`src/rtl/led_band_frame_loader.sv`:
```
// rtl/led_band_frame_loader.sv - scatters an HPS word stream into per-band frame memories and times the buffer swap
module led_band_frame_loader #(
  parameter int NB_BANDS       = 4,
  parameter int W_DATA_WIDTH   = 128,
  parameter int WORDS_PER_BAND = 768,
  parameter int ADDR_WIDTH     = $clog2(WORDS_PER_BAND),
  parameter int WRITE_GAP      = 1
) (
  input  logic                    clk,
  input  logic                    rst,
  input  logic                    frame_start,
  input  logic [W_DATA_WIDTH-1:0] s_data,
  input  logic                    s_valid,
  output logic                    s_ready,
  input  logic                    turn_tick,
  output logic [ADDR_WIDTH-1:0]   w_addr,
  output logic [W_DATA_WIDTH-1:0] w_data,
  output logic [NB_BANDS-1:0]     write,
  output logic                    new_frame,
  output logic                    busy,
  output logic                    err_restart,
  output logic [7:0]              missed_ticks
);

  localparam int BAND_W = (NB_BANDS > 1) ? $clog2(NB_BANDS) : 1;
  localparam int GAP_W  = (WRITE_GAP > 0) ? $clog2(WRITE_GAP + 1) : 1;

  localparam logic [ADDR_WIDTH-1:0] LAST_WORD = ADDR_WIDTH'(WORDS_PER_BAND - 1);
  localparam logic [BAND_W-1:0]     LAST_BAND = BAND_W'(NB_BANDS - 1);
  localparam logic [GAP_W-1:0]      GAP_LOAD  = GAP_W'(WRITE_GAP);
  localparam logic [NB_BANDS-1:0]   BAND0_BIT = NB_BANDS'(1);

  typedef enum logic [1:0] {
    S_IDLE      = 2'd0,
    S_LOAD      = 2'd1,
    S_WAIT_SWAP = 2'd2
  } state_t;

  state_t                  state_q, state_d;
  logic [BAND_W-1:0]       band_q, band_d;
  logic [ADDR_WIDTH-1:0]   word_q, word_d;
  logic [GAP_W-1:0]        gap_q, gap_d;
  logic                    turn_tick_q;
  logic [ADDR_WIDTH-1:0]   w_addr_q, w_addr_d;
  logic [W_DATA_WIDTH-1:0] w_data_q, w_data_d;
  logic [NB_BANDS-1:0]     write_q, write_d;
  logic                    new_frame_q, new_frame_d;
  logic                    err_restart_q, err_restart_d;
  logic [7:0]              missed_q, missed_d;

  logic tick_edge;
  logic ready_c;
  logic accept;

  assign tick_edge = turn_tick && !turn_tick_q;

  // State register and all registered outputs; the tick history reloads from the live
  // input during reset so a tick already high at release is not seen as an edge.
  always_ff @(posedge clk) begin
    turn_tick_q <= turn_tick;
    if (rst) begin
      state_q       <= S_IDLE;
      band_q        <= '0;
      word_q        <= '0;
      gap_q         <= '0;
      w_addr_q      <= '0;
      w_data_q      <= '0;
      write_q       <= '0;
      new_frame_q   <= 1'b0;
      err_restart_q <= 1'b0;
      missed_q      <= '0;
    end else begin
      state_q       <= state_d;
      band_q        <= band_d;
      word_q        <= word_d;
      gap_q         <= gap_d;
      w_addr_q      <= w_addr_d;
      w_data_q      <= w_data_d;
      write_q       <= write_d;
      new_frame_q   <= new_frame_d;
      err_restart_q <= err_restart_d;
      missed_q      <= missed_d;
    end
  end

  // Next-state logic: band-major scatter of accepted words, restart handling and
  // swap alignment to the next tick rising edge.
  always_comb begin
    state_d       = state_q;
    band_d        = band_q;
    word_d        = word_q;
    gap_d         = gap_q;
    w_addr_d      = w_addr_q;
    w_data_d      = w_data_q;
    write_d       = '0;
    new_frame_d   = 1'b0;
    err_restart_d = 1'b0;
    missed_d      = missed_q;
    ready_c       = 1'b0;
    accept        = 1'b0;

    case (state_q)
      S_IDLE: begin
        if (frame_start) begin
          state_d = S_LOAD;
          band_d  = '0;
          word_d  = '0;
          gap_d   = '0;
        end
      end

      S_LOAD: begin
        // A restart request blocks acceptance in the same cycle so the word it
        // would have consumed is not written at a stale address.
        ready_c = !frame_start && (gap_q == '0);
        accept  = ready_c && s_valid;

        // A tick during loading cannot swap; it is only recorded.
        if (tick_edge && (missed_q != 8'hFF)) begin
          missed_d = missed_q + 8'd1;
        end

        if (frame_start) begin
          band_d = '0;
          word_d = '0;
          gap_d  = '0;
        end else if (accept) begin
          w_data_d = s_data;
          w_addr_d = word_q;
          write_d  = BAND0_BIT << band_q;
          gap_d    = GAP_LOAD;
          if (word_q == LAST_WORD) begin
            word_d = '0;
            if (band_q == LAST_BAND) begin
              band_d  = '0;
              state_d = S_WAIT_SWAP;
            end else begin
              band_d = band_q + 1'b1;
            end
          end else begin
            word_d = word_q + 1'b1;
          end
        end else if (gap_q != '0) begin
          gap_d = gap_q - 1'b1;
        end
      end

      S_WAIT_SWAP: begin
        if (tick_edge) begin
          new_frame_d = 1'b1;
          state_d     = S_IDLE;
        end
        if (frame_start) begin
          err_restart_d = 1'b1;
        end
      end

      default: begin
        state_d = S_IDLE;
      end
    endcase
  end

  assign s_ready      = ready_c;
  assign w_addr       = w_addr_q;
  assign w_data       = w_data_q;
  assign write        = write_q;
  assign new_frame    = new_frame_q;
  assign err_restart  = err_restart_q;
  assign missed_ticks = missed_q;
  assign busy         = (state_q != S_IDLE);

endmodule

```
`config.mk`:
```
export PLATFORM = sky130hd
export DESIGN_NAME = led_band_frame_loader
export DESIGN_NICKNAME = d
export VERILOG_FILES = /design/src/rtl/led_band_frame_loader.sv
export SDC_FILE = /design/constraint.sdc
export NUM_CORES = 1
export LEC_CHECK = 0
export BUFFER_PORTS_ARGS = -buffer_cell sky130_fd_sc_hd__buf_2
export CORE_AREA = 10 10 131 133
export CTS_CLUSTER_DIAMETER = 50
export CTS_CLUSTER_SIZE = 24
export DETAILED_ROUTE_END_ITERATION = 7
export DIE_AREA = 0 0 141 143
export PLACE_DENSITY = 0.88
export SYNTH_ARGS = -nofsm -noshare
export SYNTH_HDL_FRONTEND = slang
export SYNTH_SLANG_ARGS = --single-unit
```
`constraint.sdc`:
```
create_clock -name clk -period 1.5 [get_ports clk]
set_input_delay 0.15 -clock clk [delete_from_list [all_inputs] [get_ports clk]]
set_output_delay 0.15 -clock clk [all_outputs]
set_load 0.03 [all_outputs]
```
# == Word-level counts from Yosys, hierarchy flattened ==
# Index checks and enable logic that the tools add are counted.
# totals
out_inout_bits,154
word_cells,77
n_memories,0
romBits,0
ramBits,0
latch_bits,0
inputBits,133
regBits,168
# classes
muxes,26
add_sub_neg,4
n_div,0
multipliers,0
n_reduce_logical,17
n_eq_ne,13
n_shift,1
magnitude_cmp,0
bitwise_logic,5
# ops
cell,n
$mux 10,4
$mux 2,11
$pmux 10 s2,1
$ne 2x2->1 const B,6
$add 10x1->10 const B,1
$eq 10x10->1 const B,1
$add 8x1->8 const B,1
$ne 8x8->1 const B,1
$mux 1,7
$ne 3x3->1 const B,2
$pmux 2 s3,1
$reduce_and 3->1,2
$reduce_and 6->1,1
$not 1->1,5
$eq 2x2->1 const B,2
$logic_and 1x1->1,4
$pmux 2 s2,1
$reduce_and 2->1,2
$reduce_and 4->1,1
$reduce_bool 2->1,2
$reduce_or 4->1,1
$shl 1x2->4 const A,1
$add 2x1->2 const B,1
$eq 2x1->1 const B,1
other kinds (5),6

# == Depth between registers and ports, before layout ==
# Gate-level depths: netlist (run 1).
# depth
ltp_word,6
mapped_depth,7
mapped_depth_nobuf,5

# == Least setup slack after synthesis (run 1) ==
# No wires, ideal clock.
# synth_path
kind,register to register
from,register missed_q[0] (netlist: missed_ticks[0])
to,register missed_q[4] (netlist: missed_ticks[4])
synth_period_minus_slack_ns,1.630
n_path_buf,0
path_slack_ns,-0.130
required_ns,1.372
setup_ns,0.128
arrival_ns,1.502
path_stages_with_launch,6
path_cell_list,dfxtp_1 ha_1 nand2_1 a2111oi_0 xnor2_1 nor2_1
# synth_between
elab_chain_len,3
elab_cells_between_ends,4
classes_between,add/sub (1); eq/ne (1); reduce/logical (2)
# synth_rtl
element,line,source
"start, declared",49,"logic [7:0] missed_q, missed_d;"
"start signal, assigned",82,missed_q <= missed_d;
branches (longest 3 deep; another with $add 8x1->8),-,
# Several ways; the timed one is not identified.
# A chain may end at the register's enable or synchronous reset.

# == Worst setup path in the final report (run 1) ==
# layout_path
from,register state_q[0]
to,output s_ready
# layout_between
elab_chain_len,2
# layout_rtl
element,line,source
"start, declared",39,"state_t state_q, state_d;"
"start signal, assigned",73,state_q <= state_d;
$eq 2x1->1,102,case (state_q)
$mux 1,102,
"end, declared",14,"output logic s_ready,"
# Every way passes these cells.

==> impl_metrics.tcl, run 1 <==
set metrics [dict create \
    status "finished, violations left" \
    failed_checks "negative setup slack" \
    numCtsBuffers 17 \
    grt_max_degree 78 \
    drive_above_1_share_pct 34.6 \
    gp_congestion 0.865 \
    clkSlewWorstSetupHoldPaths_ns 0.07 \
    fillers 924 \
    synth_async_sr_flop_share_pct 0 \
    totalWireLength_mm 26.2 \
    fin_crit_ns 1.57 \
    finalCritPeriodShare_pct 105 \
    critPathMaxFanout 4 \
    slew_headroom_pct 73.5 \
    arrival_ns 1.42 \
    syn2layout_area_growth_pct 72.1 \
    ys_seq_elements 168 \
    clk-insertion-delay-late_ns 0.42 \
    yosysTopAreaCellShare_pct 55.7 \
    grt_pass1_wl_mm 36.6 \
    grt_pass1_vias 7203 \
    wl_per_cell_um 18.8 \
    clockBufferDepth 2 \
    cts-root-buf "clkbuf_16" \
    drt_iter0_drc 577 \
    worstHoldPathType "in2reg" \
    yosys.area.top_type "dfxtp_1" \
    synth_nets 883 \
    die_y_um 143 \
    end_kind "output pin" \
    fmaxAchievable_mhz 637 \
    die_area_um2 20200 \
    htree_levels 4 \
    fin_skew_ns 0.00694 \
    grt_setup_unrepaired "yes" \
    start_kind "flop" \
    total_power_mw 10.6 \
    cts_sinks 168 \
    coreArea_um2 14400 \
    die_x_um 141 \
    drtPass1Iterations 5 \
    rows 44 \
    syn-cell-area_um2 6040 \
    synthFlopType "dfxtp_1" \
    cts_tree "done" \
    p_per_area_nw_per_um2 1020 \
    seq_area_frac_synth_pct 55.7 \
    synth_enable_flop_cells 0 \
    hpwl_mm 14.8 \
    p_leak_nw 4.59 \
    ir_drop_mv 0.704 \
    yosys.cell_count.top_type "nand2_1" \
    finalNetCount 1321 \
    worst_pin_slew_ns 0.397 \
    finalSetupTns_ns -0.139 \
    avgSynthCellArea_um2 8.08 \
    antenna_found_initial 6 \
    ys_top_cells_by_area "dfxtp_1 56%, nand2_1 18%, a21oi_1 12%" \
    port_buffers 286 \
    ant_nets 0 \
    ios 287 \
    reg2reg_slack_ns -0.07 \
    vias 7258 \
    ys_warn_count 0 \
    setup_viol 2 \
    drv_cap 0 \
    grt_use_total_pct 22.5 \
    path_class "reg2out" \
    required_ns 1.35 \
    start_util_pct 41.9 \
    drt-vias-per-instance 5.23 \
    syn_inst 747 \
    hold_viol 0 \
    drcViolationCount 0 \
    maxSlewViolCount 0 \
    setup_ws_ns -0.0694 \
    globalRouteOverflowTotal 0 \
    yosysUniqueCellTypes 42 \
    synth_common_cells "287 x nand2_1, 168 x dfxtp_1, 148 x a21oi_1" \
]
final timing paths:
path | from | end | cells after the start
max reg2reg | word_q[2]$_SDFFE_PP0P_ | word_q[9]$_SDFFE_PP0P_ | 4
min reg2reg | w_data[126]$_SDFFE_PP0P_ | w_data[126]$_SDFFE_PP0P_ | 2
max | state_q[0]$_SDFFE_PP0P_ | s_ready | 3
min | s_data[42] | w_data[42]$_SDFFE_PP0P_ | 3
final cells by class:
class                      count  area (µm²)  share of cell area, %
antenna                        6        15.0                  0.145
clock inverter                 7         139                   1.34
multi-input combinational    525        2660                   25.6
inverter                       5        18.8                  0.181
sequential                   168        3390                   32.6
clock buffer                  25         485                   4.67
tap                          184         230                   2.22
timing repair buffer         468        3450                   33.3
worst max-delay path: stages, from the launching register on:
cell	delay, ns
dfxtp_4	0.36
or3b_4	0.40
nor2_4	0.10
buf_6	0.14
cells by family (layout without fill, tap and decap cells):
kind of cell,Yosys count,count (layout),synth area share [%]
AOI/OAI and AO/OA,169,169,15.1
xor gates and xnor gates,10,10,1.45
adders and majority gates,3,3,0.622
buffers and inverters,55,505,3.65
DFF,168,168,55.7
muxes,3,3,0.497
other,0,6,0
and+or+nand+nor,339,340,23.0
report_power, final:
| group | internal (mW) | leakage [nW] | switching (mW) |
|---|---|---|---|
| combinational | 0.627 | 2.92 | 0.695 |
| clock | 2.93 | 0.306 | 1.73 |
| sequential | 4.56 | 1.37 | 0.0601 |
state kept, by name (all words and copies together), names as in the netlist:
name          flops
band_q            2
err_restart       1
gap_q             1
missed_ticks      8
new_frame         1
state_q           2
turn_tick_q       1
w_addr           10
w_data          128
word_q           10
write             4
cells in the final DEF, fill, tap and decap left out, types with 2 or more instances in the layout:
cell type | Yosys | layout
bufinv_16 | 0 | 4
nand4_1 | 2 | 2
mux2i_1 | 3 | 3
clkbuf_1 | 39 | 5
a21oi_1 | 148 | 142
dlygate4sd3_1 | 0 | 126
ha_1 | 3 | 2
nand2_1 | 287 | 284
buf_4 | 0 | 30
inv_1 | 5 | 5
and3_1 | 6 | 6
buf_2 | 11 | 284
nand3_1 | 6 | 4
o21ai_0 | 4 | 4
nor2_1 | 17 | 15
a211oi_1 | 3 | 2
nand4b_1 | 2 | 2
clkbuf_8 | 0 | 3
dfxtp_2 | 0 | 6
buf_12 | 0 | 8
dfxtp_4 | 0 | 4
dfxtp_1 | 168 | 158
nand2_2 | 0 | 2
a2111oi_2 | 1 | 3
xnor2_1 | 9 | 9
clkbuf_16 | 0 | 24
diode_2 | 0 | 6
a311oi_1 | 2 | 2
a21oi_2 | 0 | 6
clkinv_2 | 0 | 2
buf_6 | 0 | 9
buf_16 | 0 | 4
metal layers:
| metal | track usage (%) | part of all wire (%) | up-vias |
|---|---|---|---|
| met5 | 0 | 0.050 | - |
| met4 | 14.5 | 5.7 | 2 |
| met3 | 6.73 | 7.8 | 122 |
| met2 | 40.7 | 52 | 398 |
| met1 | 21.9 | 35 | 3395 |
| li1 | - | - | 3341 |
metrics by stage:
stage / instance area (µm²) / worst slack (ns) / utilization (%) / instances / hold slack (ns)
after floorplan: 6070 / 0.0102 / - / 747 / 0.178
after global placement: 7840 / 0.0204 / 54.4 / 1197 / 0.302
after global routing: 10400 / -0.116 / 72.0 / 1387 / 0.0287
final: 10400 / -0.0694 / 72.0 / 1388 / 0.0236
after detailed placement: 7840 / -0.0634 / 54.4 / 1197 / 0.310
after CTS: 9880 / -0.0610 / 68.5 / 1365 / 0.000762
what timing repair did:
action / CTS / global route
hold endpoints to repair: 126 / 0
cloned: 1 / 9
buffers inserted: 9 / 8
setup endpoints to repair: 22 / 148
hold buffers: 126 / 0
pin swaps: 4 / 6
resized for setup: 23 / 46
(Power assumes the default switching activity.)
==> run 2, diff against run 1 <==
--- a/config.mk
+++ b/config.mk
@@ -5,13 +5,14 @@
 export SDC_FILE = /design/constraint.sdc
 export NUM_CORES = 1
 export LEC_CHECK = 0
+export ABC_AREA = 1
 export BUFFER_PORTS_ARGS = -buffer_cell sky130_fd_sc_hd__buf_2
-export CORE_AREA = 10 10 131 133
+export CORE_AREA = 5 5 127 129
 export CTS_CLUSTER_DIAMETER = 50
 export CTS_CLUSTER_SIZE = 24
 export DETAILED_ROUTE_END_ITERATION = 7
-export DIE_AREA = 0 0 141 143
-export PLACE_DENSITY = 0.88
+export DIE_AREA = 0 0 132 134
+export PLACE_DENSITY = 0.87
 export SYNTH_ARGS = -nofsm -noshare
 export SYNTH_HDL_FRONTEND = slang
 export SYNTH_SLANG_ARGS = --single-unit
==> run 2 against run 1 <==
The run now ends clean. Fmax grew 6.8%. Synthesized area grew 1.0%. Combinational power grew 35%. Clock skew grew 0.0059 ns. Core utilization shrank 6.8 points. Final area shrank 6.4%. Sequential power grew 3%. Critical endpoint is now word_q[9]$_SDFFE_PP0P_.
==> impl_metrics.tcl, run 2 <==
set metrics [dict create \
    fillers 1086 \
    p_clk_share_pct 41.5 \
    die_y_um 134 \
    drv_cap 0 \
    start_util_pct 40.9 \
    end_kind "flop" \
    die_x_um 132 \
    place_ws_ns 0.00830 \
    p_leak_nw 4.50 \
    final_cell_mix "297 x nor2_1, 285 x buf_2, 163 x dfxtp_1, 135 x o21ai_0, 105 x dlygate4sd3_1" \
    final_common_cell "nor2_1" \
    coreArea_um2 14900 \
    fin_skew_ns 0.0129 \
    drcViolationCount 0 \
    clockBufferDepth 2 \
    synth_nets 931 \
    numCtsBuffers 17 \
    die_area_um2 17700 \
    arrival_ns 1.78 \
    largest_reg_flops 128 \
    wl_per_cell_um 15.5 \
    syn2layout_area_growth_pct 59.5 \
    seq_area_frac_synth_pct 55.1 \
    port_buffers 286 \
    yosysUniqueCellTypes 28 \
    synth_top_family_by_area "simple AND/OR/NAND/NOR gates" \
    cts_tree "done" \
    worstHoldStart "s_data[32]" \
    ys_top_cells_by_area "dfxtp_1 55%, nor2_1 19%, o21ai_0 12%" \
    hold_viol 0 \
    drt_iter0_drc 442 \
    totalWireLength_mm 21.7 \
    hold-worst-slack_ns 0.00444 \
    crit_slowest_cell "dfxtp_2" \
    drive_above_1_share_pct 31.9 \
    gp_congestion 0.821 \
    antenna_found_initial 1 \
    ys_warn_count 0 \
    p_per_area_nw_per_um2 1150 \
    ir_drop_mv 0.689 \
    switching_share_pct 26.6 \
    cts_sinks 168 \
    fmaxAchievable_mhz 681 \
    syn_inst 795 \
    power_frac_seq_pct 42.6 \
    drt-vias-per-instance 5.00 \
    htree_levels 4 \
    start_kind "flop" \
    yosysTopAreaCellShare_pct 55.1 \
    synth_common_cells "301 x nor2_1, 168 x dfxtp_1, 141 x o21ai_0" \
    setup_ws_ns 0.0308 \
    fin_crit_ns 1.47 \
    clkSlewWorstSetupHoldPaths_ns 0.06 \
    grt_pass1_vias 6717 \
    drtPass1Iterations 5 \
    grt_use_total_pct 22.7 \
    cts-root-buf "clkbuf_16" \
    grt_setup_unrepaired "yes" \
    ant_nets 0 \
    path_cells "buf_4, nand3_1, nor3_2, nand2_1, nor2_1, nand2_1, nand2_1, nor2_1" \
    maxSlewViolCount 0 \
    critPathMaxFanout 3 \
    status "finished, final reports clean" \
    worst_pin_slew_ns 0.318 \
    ys_seq_elements 168 \
    synth_compound_area_share_pct 13.4 \
    combPwrFrac_pct 15.9 \
    finalNetCount 1330 \
    hpwl_mm 12.7 \
    clk-insertion-delay-late_ns 0.42 \
    synth_enable_flop_cells 0 \
    cpPeakStageDelay_ns 0.36 \
    globalRouteOverflowTotal 0 \
    startpoint "word_q[0]$_SDFFE_PP0P_" \
    path_class "reg2reg" \
    grt_pass1_wl_mm 33.0 \
    slew_headroom_pct 78.8 \
    synth_async_sr_flop_share_pct 0 \
    worstHoldPathType "in2reg" \
    synth-adder-area-share_pct 0.615 \
    vias 6981 \
    setup_viol 0 \
    internal_power_mw 8.21 \
    avgSynthCellArea_um2 7.67 \
    synth_xor_area_share_pct 0.431 \
    yosys.area.top_type "dfxtp_1" \
    required_ns 1.81 \
    ios 287 \
    rows 45 \
    finalCritPeriodShare_pct 97.9 \
    syn-cell-area_um2 6100 \
    synth_mux_area_share_pct 0 \
    cpMostUsedCell "nand2_1" \
    synthFlopType "dfxtp_1" \
    yosys.cell_count.top_type "nor2_1" \
    yosys.area_share.simple_pct 25.0 \
    grt_max_degree 84 \
    switchingPower_mw 2.98 \
    rr_startpoint "word_q[0]$_SDFFE_PP0P_" \
]
## run 2: kinds of logic (layout without fill, tap and decap cells)
group	count (synthesis)	after routing
compound gates	163	163
xor+xnor	3	3
fa+ha+maj	3	3
buf+inv	72	484
flops	168	168
other cells	0	2
simple gates	386	386
## run 2: area by class of cell
type | instances | area [µm²] | area share [%]
Sequential cell | 168 | 3370 | 34.7
Inverter | 25 | 106 | 1.09
Tap cell | 188 | 235 | 2.42
Multi-Input combinational cell | 555 | 2510 | 25.8
Timing Repair inverter | 1 | 7.51 | 0.0772
Clock inverter | 11 | 159 | 1.63
Antenna cell | 2 | 5.00 | 0.0514
Clock buffer | 21 | 480 | 4.94
Timing Repair Buffer | 426 | 2860 | 29.4
## run 2: worst paths after layout
path                                  end  slack (ns)  depth (start not counted)
hold / removal    w_data[32]$_SDFFE_PP0P_       0.004                          3
setup / recovery   word_q[9]$_SDFFE_PP0P_        0.03                          8
setup reg to reg   word_q[9]$_SDFFE_PP0P_        0.03                          8
hold reg to reg       write[0]$_SDFF_PP0_        0.47                          1
## run 2: repair_timing
item	in CTS	in global routing
gates cloned	0	2
setup buffers	4	4
hold endpoints to repair	109	1
endpoints found under the setup margin	5	115
pin swaps	1	9
hold buffers	104	1
resized for setup	6	35
## run 2: worst max-delay path, delay by kind of cell (launching register included)
family / cells / cell delay (ns)
flip-flops: 1 / 0.36
buffers and inverters: 1 / 0.13
AND/OR/NAND/NOR: 7 / 0.87
## run 2: per-stage QoR
step	power, mW	setup TNS (ns)	std cells	util [%]	instance area [µm²]
floorplan	5.77	0	795	-	6100
global placement	6.27	0	1248	52.4	7820
detailed placement	6.30	0	1248	52.4	7820
CTS	11.2	0	1388	63.9	9540
global route	11.6	-0.130	1396	65.2	9730
finish	11.2	0	1397	65.2	9730
## run 2: metal layers
metal / vias up / part of all wire (%) / wire (µm) / track usage [%]
li1: 3341 / - / - / -
met1: 3199 / 37 / 8010 / 23.9
met2: 363 / 51 / 11000 / 40.9
met3: 78 / 8.4 / 1810 / 7.73
met4: 0 / 3.9 / 851 / 10.1
met5: - / 0 / 0 / 0
## run 2: power by group through the flow
stage / combinational, mW / sequential, mW / clock (mW)
finish: 1.78 / 4.77 / 4.65
global route: 1.92 / 4.79 / 4.93
CTS: 1.68 / 4.77 / 4.74
detailed placement: 1.44 / 4.86 / 0
global placement: 1.41 / 4.85 / 0
floorplan: 0.535 / 5.23 / 0
